[config.mk]
export PLATFORM = sky130hd
export DESIGN_NAME = rvc_align_queue
export DESIGN_NICKNAME = d
export VERILOG_FILES = /design/src/rtl/rvc_align_queue.sv
export SDC_FILE = /design/constraint.sdc
export NUM_CORES = 1
export LEC_CHECK = 0
export ABC_AREA = 1
export ABC_CLOCK_PERIOD_IN_PS = 12000
export CORE_ASPECT_RATIO = 1.1
export CORE_MARGIN = 5
export CORE_UTILIZATION = 45
export CTS_CLUSTER_SIZE = 25
export DETAILED_ROUTE_END_ITERATION = 12
export MAX_ROUTING_LAYER = met4
export PLACE_DENSITY_LB_ADDON = 0.15
export SYNTH_ARGS = -nofsm -noshare
export SYNTH_HDL_FRONTEND = slang
export SYNTH_SLANG_ARGS = --single-unit
export TNS_END_PERCENT = 30
[constraint.sdc]
create_clock -name clk_in -period 12 [get_ports clk_in]
set_input_delay 1.8 -clock clk_in [delete_from_list [all_inputs] [get_ports clk_in]]
set_output_delay 1.8 -clock clk_in [all_outputs]
set_load 0.02 [all_outputs]
[src/rtl/rvc_align_queue.sv]
// Halfword parcel queue between ifetch and decode. It realigns mixed 16/32-bit
// RV32C streams, including 32-bit instructions that straddle fetch words.
module rvc_align_queue #(
    parameter int DEPTH  = 8,
    parameter int RVC_EN = 1,
    parameter int PC_W   = 32
) (
    input  logic                       clk_in,
    input  logic                       rst_n_in,
    input  logic                       rdy_in,
    input  logic                       flush,
    input  logic                       in_valid,
    output logic                       in_ready,
    input  logic [31:0]                in_word,
    input  logic [PC_W-1:0]            in_pc,
    output logic                       out_valid,
    input  logic                       out_ready,
    output logic [31:0]                out_inst,
    output logic [PC_W-1:0]            out_pc,
    output logic                       out_is_c,
    output logic                       out_ill,
    output logic [$clog2(DEPTH):0]     count
);

    localparam int AW = $clog2(DEPTH);
    localparam int CW = AW + 1;
    localparam logic [CW-1:0] DEPTH_C = CW'(DEPTH);

    logic [15:0]     slots [DEPTH];
    logic [AW-1:0]   head;
    logic [AW-1:0]   tail;
    logic [CW-1:0]   count_q;
    logic            synced;
    logic [PC_W-1:0] head_pc;

    logic [15:0]     hw0;
    logic [15:0]     hw1;
    logic            is_c_parcel;
    logic [CW-1:0]   need;
    logic [CW-1:0]   space;
    logic            enq;
    logic            deq;
    logic            enq_one;
    logic [CW-1:0]   enq_n;
    logic [CW-1:0]   deq_n;

    assign hw0         = slots[head];
    assign hw1         = slots[head + AW'(1)];
    assign is_c_parcel = (RVC_EN != 0) && (hw0[1:0] != 2'b11);
    assign need        = is_c_parcel ? CW'(1) : CW'(2);
    assign space       = DEPTH_C - count_q;

    assign in_ready  = (space >= CW'(2));
    assign out_valid = (count_q >= need);
    assign out_is_c  = out_valid && is_c_parcel;
    assign out_ill   = (RVC_EN == 0) && (hw0[1:0] != 2'b11) && out_valid;
    assign out_pc    = head_pc;
    assign count     = count_q;

    // Gated by out_valid so stale slot contents never leak to the decoder.
    always_comb begin
        out_inst = 32'h0;
        if (out_valid) begin
            out_inst = is_c_parcel ? {16'h0, hw0} : {hw1, hw0};
        end
    end

    // The first word after reset/flush may start mid-word (pc[1]=1).
    assign enq     = in_valid && in_ready && rdy_in && !flush;
    assign deq     = out_valid && out_ready && rdy_in && !flush;
    assign enq_one = !synced && in_pc[1];
    assign enq_n   = enq ? (enq_one ? CW'(1) : CW'(2)) : CW'(0);
    assign deq_n   = deq ? need : CW'(0);

    always_ff @(posedge clk_in or negedge rst_n_in) begin
        if (!rst_n_in) begin
            head    <= '0;
            tail    <= '0;
            count_q <= '0;
            synced  <= 1'b0;
            head_pc <= '0;
        end else if (flush) begin
            head    <= '0;
            tail    <= '0;
            count_q <= '0;
            synced  <= 1'b0;
        end else begin
            count_q <= count_q + enq_n - deq_n;
            if (enq) begin
                tail   <= tail + AW'(enq_n);
                synced <= 1'b1;
            end
            if (deq) begin
                head    <= head + AW'(need);
                head_pc <= head_pc + PC_W'({need, 1'b0});
            end else if (enq && !synced) begin
                head_pc <= in_pc;
            end
        end
    end

    // Slot storage carries no reset; occupancy is tracked by count/head/tail.
    always_ff @(posedge clk_in) begin
        if (enq) begin
            if (enq_one) begin
                slots[tail] <= in_word[31:16];
            end else begin
                slots[tail]          <= in_word[15:0];
                slots[tail + AW'(1)] <= in_word[31:16];
            end
        end
    end

endmodule

# ---- After elaboration in Yosys (flattened, before gate mapping)
# Memory sizes are Yosys's and may differ from the RTL's.
# Index checks and enable logic that the tools add are counted.
dict set report classes {
  n_addsub 8
  n_lt_le_gt_ge 2
  n_eq_ne 1
  mux 22
  n_bitwise 2
  reduce_logical 15
}
# op n
set op_table {}
lappend op_table {{$mux W32} 4}
lappend op_table {{$add A32 B3 Y32} 1}
lappend op_table {{$mux W16} 1}
lappend op_table {{$mux W3} 4}
lappend op_table {{$logic_and A1 B1 Y1} 9}
lappend op_table {{$mux W1} 8}
lappend op_table {{$mux W2} 4}
lappend op_table {{$add A3 B1 Y3 const B} 2}
lappend op_table {{$add A3 B2 Y3} 2}
lappend op_table {{$reduce_bool A2 Y1} 3}
lappend op_table {{$add A4 B2 Y4} 1}
lappend op_table {{$ge A4 B2 Y1} 1}
lappend op_table {{$ge A4 B2 Y1 const B} 1}
lappend op_table {{$mux W4} 1}
lappend op_table {{$sub A4 B2 Y4} 1}
lappend op_table {{$sub A4 B4 Y4 const A} 1}
lappend op_table {{$logic_not A1 Y1} 2}
lappend op_table {{$ne A2 B2 Y1 const B} 1}
lappend op_table {{$reduce_and A2 Y1} 1}
lappend op_table {{$not A1 Y1} 1}
lappend op_table {{$or A1 B1 Y1} 1}
dict set report totals {
  reg_bits 43
  ram_bits 128
  output_inout_bits 72
  memories 1
}
# name depth width read_ports rd_ports_with_merged_regs wr line
set memory_table {}
lappend memory_table {slots 8 16 2 0 2 29} ;# logic [15:0] slots [DEPTH];

# ---- Longest topological paths before layout
# An unclocked memory read counts as a cell.
dict set report depth {
  word_depth 10
  depth_mapped 27
  depth_no_buf 24
}

# ---- Least setup slack after synthesis
# Ideal clock, no wire load.
dict set report synth_timing {
  kind {flip-flop to output port}
  from {register head[0]}
  to {output out_inst[15]}
  t_arrival_ns 3.180
  slack_ns 7.020
  stages_incl_launch_ff 19
  n_path_buf 5
  cell_sequence {dfrtp_1 > buf_4 > buf_2 > a21oi_1 > o21ai_0 > o21ai_1 > inv_1 > o21ai_1 > nand2_2 > buf_4 > ha_1 > nand2_1 > nand2_1 > nand2_1 > nand3_1 > clkbuf_1 > clkbuf_1 > o21ai_0 > nor2_1}
}
dict set report synth_between {
  elab_chain_cells 5
  elab_cells_between_ends 6
  classes_between {1 x order compare; 1 x eq/ne; 3 x mux; 1 x memory}
}
# element line
set synth_rtl {}
lappend synth_rtl {{start: declaration} 30} ;# logic [AW-1:0] head;
lappend synth_rtl {{start signal: assignment} 94} ;# head <= head + AW'(need);
lappend synth_rtl {{$mem_v2 Z8 W16} -}
lappend synth_rtl {{$ne A2 B2 Y1} 49} ;# assign is_c_parcel = (RVC_EN != 0) && (hw0[1:0] != 2'b11);
lappend synth_rtl {{$mux W2} 50} ;# assign need = is_c_parcel ? CW'(1) : CW'(2);
lappend synth_rtl {{$ge A4 B2 Y1} 54} ;# assign out_valid = (count_q >= need);
lappend synth_rtl {{named net out_valid} 16} ;# output logic out_valid,
lappend synth_rtl {{$mux W32} 63} ;# if (out_valid) begin
lappend synth_rtl {{end: declaration} 18} ;# output logic [31:0] out_inst,
# The timed path passes the listed nets, and every way through them passes these cells.

# ---- Worst setup path in the final report
dict set report layout_timing {
  from {register head[0]}
  to {output out_inst[4]}
}
dict set report layout_between {
  elab_chain_cells 5
  elab_cells_between_ends 6
  classes_between {1 x order compare; 1 x eq/ne; 3 x mux; 1 x memory}
}
# element line
set layout_rtl {}
lappend layout_rtl {{$mem_v2 Z8 W16 (*)} -}
lappend layout_rtl {{$ne A2 B2 Y1} 49}
lappend layout_rtl {{$mux W2} 50}
lappend layout_rtl {{$ge A4 B2 Y1} 54}
lappend layout_rtl {{$mux W32 (*)} 63}
# Mark *: on every way between the ends. The rest lies on a longest branch, timed or not.

==> qor.json <==
{
  "layout": {
    "final-seq-area_mm2": 0.00492,
    "flow.area_growth_from_synthesis_pct": 16.5,
    "final_layout_size_suffix_gt1_share_pct": 5.88,
    "multiInputGateArea_mm2": 0.00632,
    "n_fill_cell": 2607,
    "finalInstanceArea_mm2": 0.0142,
    "fin_cells": 2075,
    "nets": 1795
  },
  "yosys": {
    "synthDominantAreaCellType": "sky130_fd_sc_hd__edfxtp_1",
    "biggest_area_contributors_in_the_synthesized_netlist": "sky130_fd_sc_hd__edfxtp_1, sky130_fd_sc_hd__nand3_1, sky130_fd_sc_hd__nand2_1, sky130_fd_sc_hd__dfrtp_1, sky130_fd_sc_hd__nor2_1",
    "ys_seq_area_share_pct": 40.4,
    "ys_ff_latch": 171,
    "ys_types": 40,
    "avgSynthCellArea_um2": 7.37,
    "synth_top_area_share_pct": 31.6,
    "syn_inst": 1652,
    "synth.net_count": 1743,
    "synth-warning-count": 0,
    "async_reset_ff_share_pct": 25.1,
    "syn_area_mm2": 0.0122,
    "synth_edf_count": 128,
    "yosys_most_used_dff": "sky130_fd_sc_hd__edfxtp_1"
  },
  "setup_path": {
    "crit_required_ps": 10200,
    "critPathLaunch": "head[0]",
    "ff2ff_setup_slack_ps": 6180,
    "critPathArrivalTime_ps": 4870,
    "critPathCapture": "out_inst[4]",
    "crit_path_start_kind": "flop",
    "timing.rr.start": "head[0]",
    "setup.worst_path.end_class": "output port",
    "timing.critical_path.fanout_max": 33,
    "timing_worst_setup_path_type": "reg2out",
    "worstRegToRegCells": 21,
    "worst_r2r_endpoint": "count[3]"
  },
  "clock_tree": {
    "cts.hold.buffers_added": 0,
    "cts_repair_resize_count": 0,
    "cts.clk_slew.worst_paths_ps": 70,
    "post_cts.repair.setup_buffers": 0,
    "worstSkewPairLatency_ps": 430,
    "clock_path_buffers": 2,
    "clock-sinks": 171,
    "root_buffer": "sky130_fd_sc_hd__clkbuf_16",
    "ctsHtreeMaxLevel": 4,
    "cts_made_buffers": 17,
    "tritoncts_clock_tree": "built"
  },
  "global_route": {
    "grt_util_all_layers_pct": 29.0,
    "grt-ovfl-total": 0,
    "first_global_vias": 11208,
    "grt_first_pass_wirelength_um": 67100,
    "grt_antenna_before_repair": 1,
    "grt_max_degree": 113
  },
  "sta": {
    "setup_total_negative_slack_ps": 0,
    "period_minus_slack_ps": 6670,
    "grt_setup_unrepaired": "false",
    "hold_violations": 0,
    "clock.fmax_mhz": 150,
    "final.hold.worst_slack_ps": 525,
    "fin_crit_sh_pct": 55.6,
    "final_critical_path_setup_slack_ps": 5330,
    "finalSetupViolCount": 0,
    "max_slew.worst_pin.slew_ps": 1130,
    "drv_slew": 0,
    "fin_worst_skew_ps": 10.3,
    "timing.max_slew.rel_slack_pct": 24.8
  },
  "power": {
    "p_int_mw": 1.57,
    "seq_power_share_pct": 30.0,
    "powerDensity_mw_per_mm2": 192,
    "static-leakage-power_nw": 5.92,
    "power.share.clock_pct": 22.0,
    "netSwitchingPower_mw": 1.16,
    "swShare_pct": 42.5,
    "vdd_ir_drop_max_uv": 94.1,
    "power_frac_comb_pct": 48.0
  },
  "routing": {
    "detail_route.vias_per_cell": 5.97,
    "detailroute.via_count": 12391,
    "detail-route-antenna-nets": 0,
    "drc_errors": 0,
    "drt_first_iter_violations": 2080,
    "drt-wirelength-per-cell_um": 21.2,
    "drt-pass1-iter-count": 7,
    "routed_wl_um": 43900
  },
  "worst_hold_path": {
    "hold_class": "reg2reg"
  },
  "floorplanning": {
    "io-pin-count": 142,
    "design.die.area_mm2": 0.0305,
    "fp.dieW_um": 167,
    "fp.coreArea_mm2": 0.0268,
    "chipHeight_um": 183,
    "start_util_pct": 45.4,
    "core.rowCount": 63
  },
  "place": {
    "place.detailed.hpwl_um": 30100,
    "gp_congestion": 1.00,
    "port-buffer-count": 140,
    "detailed_place.area_mm2": 0.0136,
    "number_of_placed_instances_taps_included": 2042,
    "place_worst_setup_slack_ps": 5800
  },
  "run_status": {
    "status": "finished, final reports clean"
  },
  "flow_run": {
    "max_cap_viol_count": 0
  }
}
==> worst min-delay path by stage <==
stage / startpoint / to / slack, ps / depth (start not counted)
3_3_place_gp: out_pc[0] / out_pc[0] / 490 / 2
6_report: out_pc[0] / out_pc[0] / 530 / 2
5_1_grt: out_pc[0] / out_pc[0] / 540 / 2
4_1_cts: out_pc[0] / out_pc[0] / 520 / 2
2_1_floorplan: tail[0] / tail[0] / 600 / 3
3_5_place_dp: out_pc[0] / out_pc[0] / 510 / 2
==> layer usage <==
metal | wire length [um] | vias to the layer above | GRT usage, %
met1 | 18400 | 5769 | 40.7
met5 | 0 | - | -
met2 | 19600 | 763 | 43.5
met4 | 1120 | 0 | 8.05
li1 | - | 5782 | -
met3 | 4810 | 77 | 4.98
==> area by class of cell <==
| cell class | instances | area share, % |
|---|---|---|
| clock buffer | 19 | 3.05 |
| antenna | 1 | 0.0176 |
| multi-input combinational | 1264 | 44.5 |
| clock inverter | 13 | 1.33 |
| inverter | 93 | 2.48 |
| timing repair buffer | 157 | 10.7 |
| sequential | 171 | 34.7 |
| tap | 357 | 3.15 |
==> metrics by stage <==
stage	total power [mW]	util [%]
6_report	2.73	52.9
5_1_grt	2.89	52.9
4_1_cts	2.72	52.9
3_5_place_dp	2.13	50.6
3_3_place_gp	2.11	50.6
2_1_floorplan	1.64	-
==> power by group through the flow <==
stage	logic (mW)	registers (mW)	clock network, mW
finish	1.31	0.819	0.600
global route	1.43	0.829	0.630
CTS	1.30	0.818	0.601
detailed placement	1.30	0.830	0
global placement	1.28	0.828	0
floorplan	0.778	0.860	0
==> critical path, cell delays in order, from the launching register on <==
cell and delay (ps):
sky130_fd_sc_hd__dfrtp_2 540, sky130_fd_sc_hd__clkinv_2 390, sky130_fd_sc_hd__o21ai_0 270, sky130_fd_sc_hd__o22ai_1 100
sky130_fd_sc_hd__o21ai_1 270, sky130_fd_sc_hd__inv_1 90, sky130_fd_sc_hd__nand2_2 370, sky130_fd_sc_hd__ha_1 330
sky130_fd_sc_hd__nand2_1 70, sky130_fd_sc_hd__nand2_1 40, sky130_fd_sc_hd__nand2_1 50, sky130_fd_sc_hd__nand3_1 280
sky130_fd_sc_hd__buf_4 330, sky130_fd_sc_hd__inv_1 550, sky130_fd_sc_hd__nor3_1 160, sky130_fd_sc_hd__clkdlybuf4s50_1 570
==> cell usage in the layout (no fill, tap or decap), types with 4 or more instances in the layout <==
cell,n
sky130_fd_sc_hd__nand3_1,365
sky130_fd_sc_hd__nand2_1,408
sky130_fd_sc_hd__edfxtp_1,128
sky130_fd_sc_hd__clkbuf_16,17
sky130_fd_sc_hd__o21ai_0,126
sky130_fd_sc_hd__bufinv_16,4
sky130_fd_sc_hd__clkdlybuf4s50_1,139
sky130_fd_sc_hd__nand4_2,12
sky130_fd_sc_hd__inv_1,87
sky130_fd_sc_hd__o221a_2,14
sky130_fd_sc_hd__nand4_1,21
sky130_fd_sc_hd__o221ai_1,29
sky130_fd_sc_hd__nor3_1,16
sky130_fd_sc_hd__ha_1,16
sky130_fd_sc_hd__buf_4,17
sky130_fd_sc_hd__fa_1,5
sky130_fd_sc_hd__dfrtp_1,42
sky130_fd_sc_hd__a21oi_1,24
sky130_fd_sc_hd__nor2_2,6
sky130_fd_sc_hd__nor2_1,173
sky130_fd_sc_hd__xor2_1,10
sky130_fd_sc_hd__nand3b_1,8
==> synthesized netlist by cell type (6+ instances only) <==
master and number:
sky130_fd_sc_hd__ha_1 16, sky130_fd_sc_hd__nor3_1 16, sky130_fd_sc_hd__nor2_1 173, sky130_fd_sc_hd__nand4_1 21
sky130_fd_sc_hd__dfrtp_1 43, sky130_fd_sc_hd__o221ai_1 29, sky130_fd_sc_hd__buf_4 12, sky130_fd_sc_hd__buf_2 45
sky130_fd_sc_hd__nand4_2 12, sky130_fd_sc_hd__inv_1 87, sky130_fd_sc_hd__clkbuf_1 54, sky130_fd_sc_hd__o21ai_0 126
sky130_fd_sc_hd__buf_1 9, sky130_fd_sc_hd__edfxtp_1 128, sky130_fd_sc_hd__nor2_2 6, sky130_fd_sc_hd__nand3_1 366
sky130_fd_sc_hd__a21oi_1 24, sky130_fd_sc_hd__o221a_2 14, sky130_fd_sc_hd__nand3b_1 8, sky130_fd_sc_hd__xor2_1 10
sky130_fd_sc_hd__nand2_1 408
==> registers in the layout (all words and copies together), names as in the netlist <==
register	flops
slots	128
synced	1
count	4
tail	3
head	3
out_pc	32
==> logic make-up after synthesis <==
logic type / share of synthesized area, %
compound gates: 10.1
xor+xnor: 1.20
fa+ha+maj: 2.47
buf+inv: 7.77
flops: 40.4
other cells: 0.0308
simple gates: 38.0
Note: power is estimated with default switching activity, not from simulation.
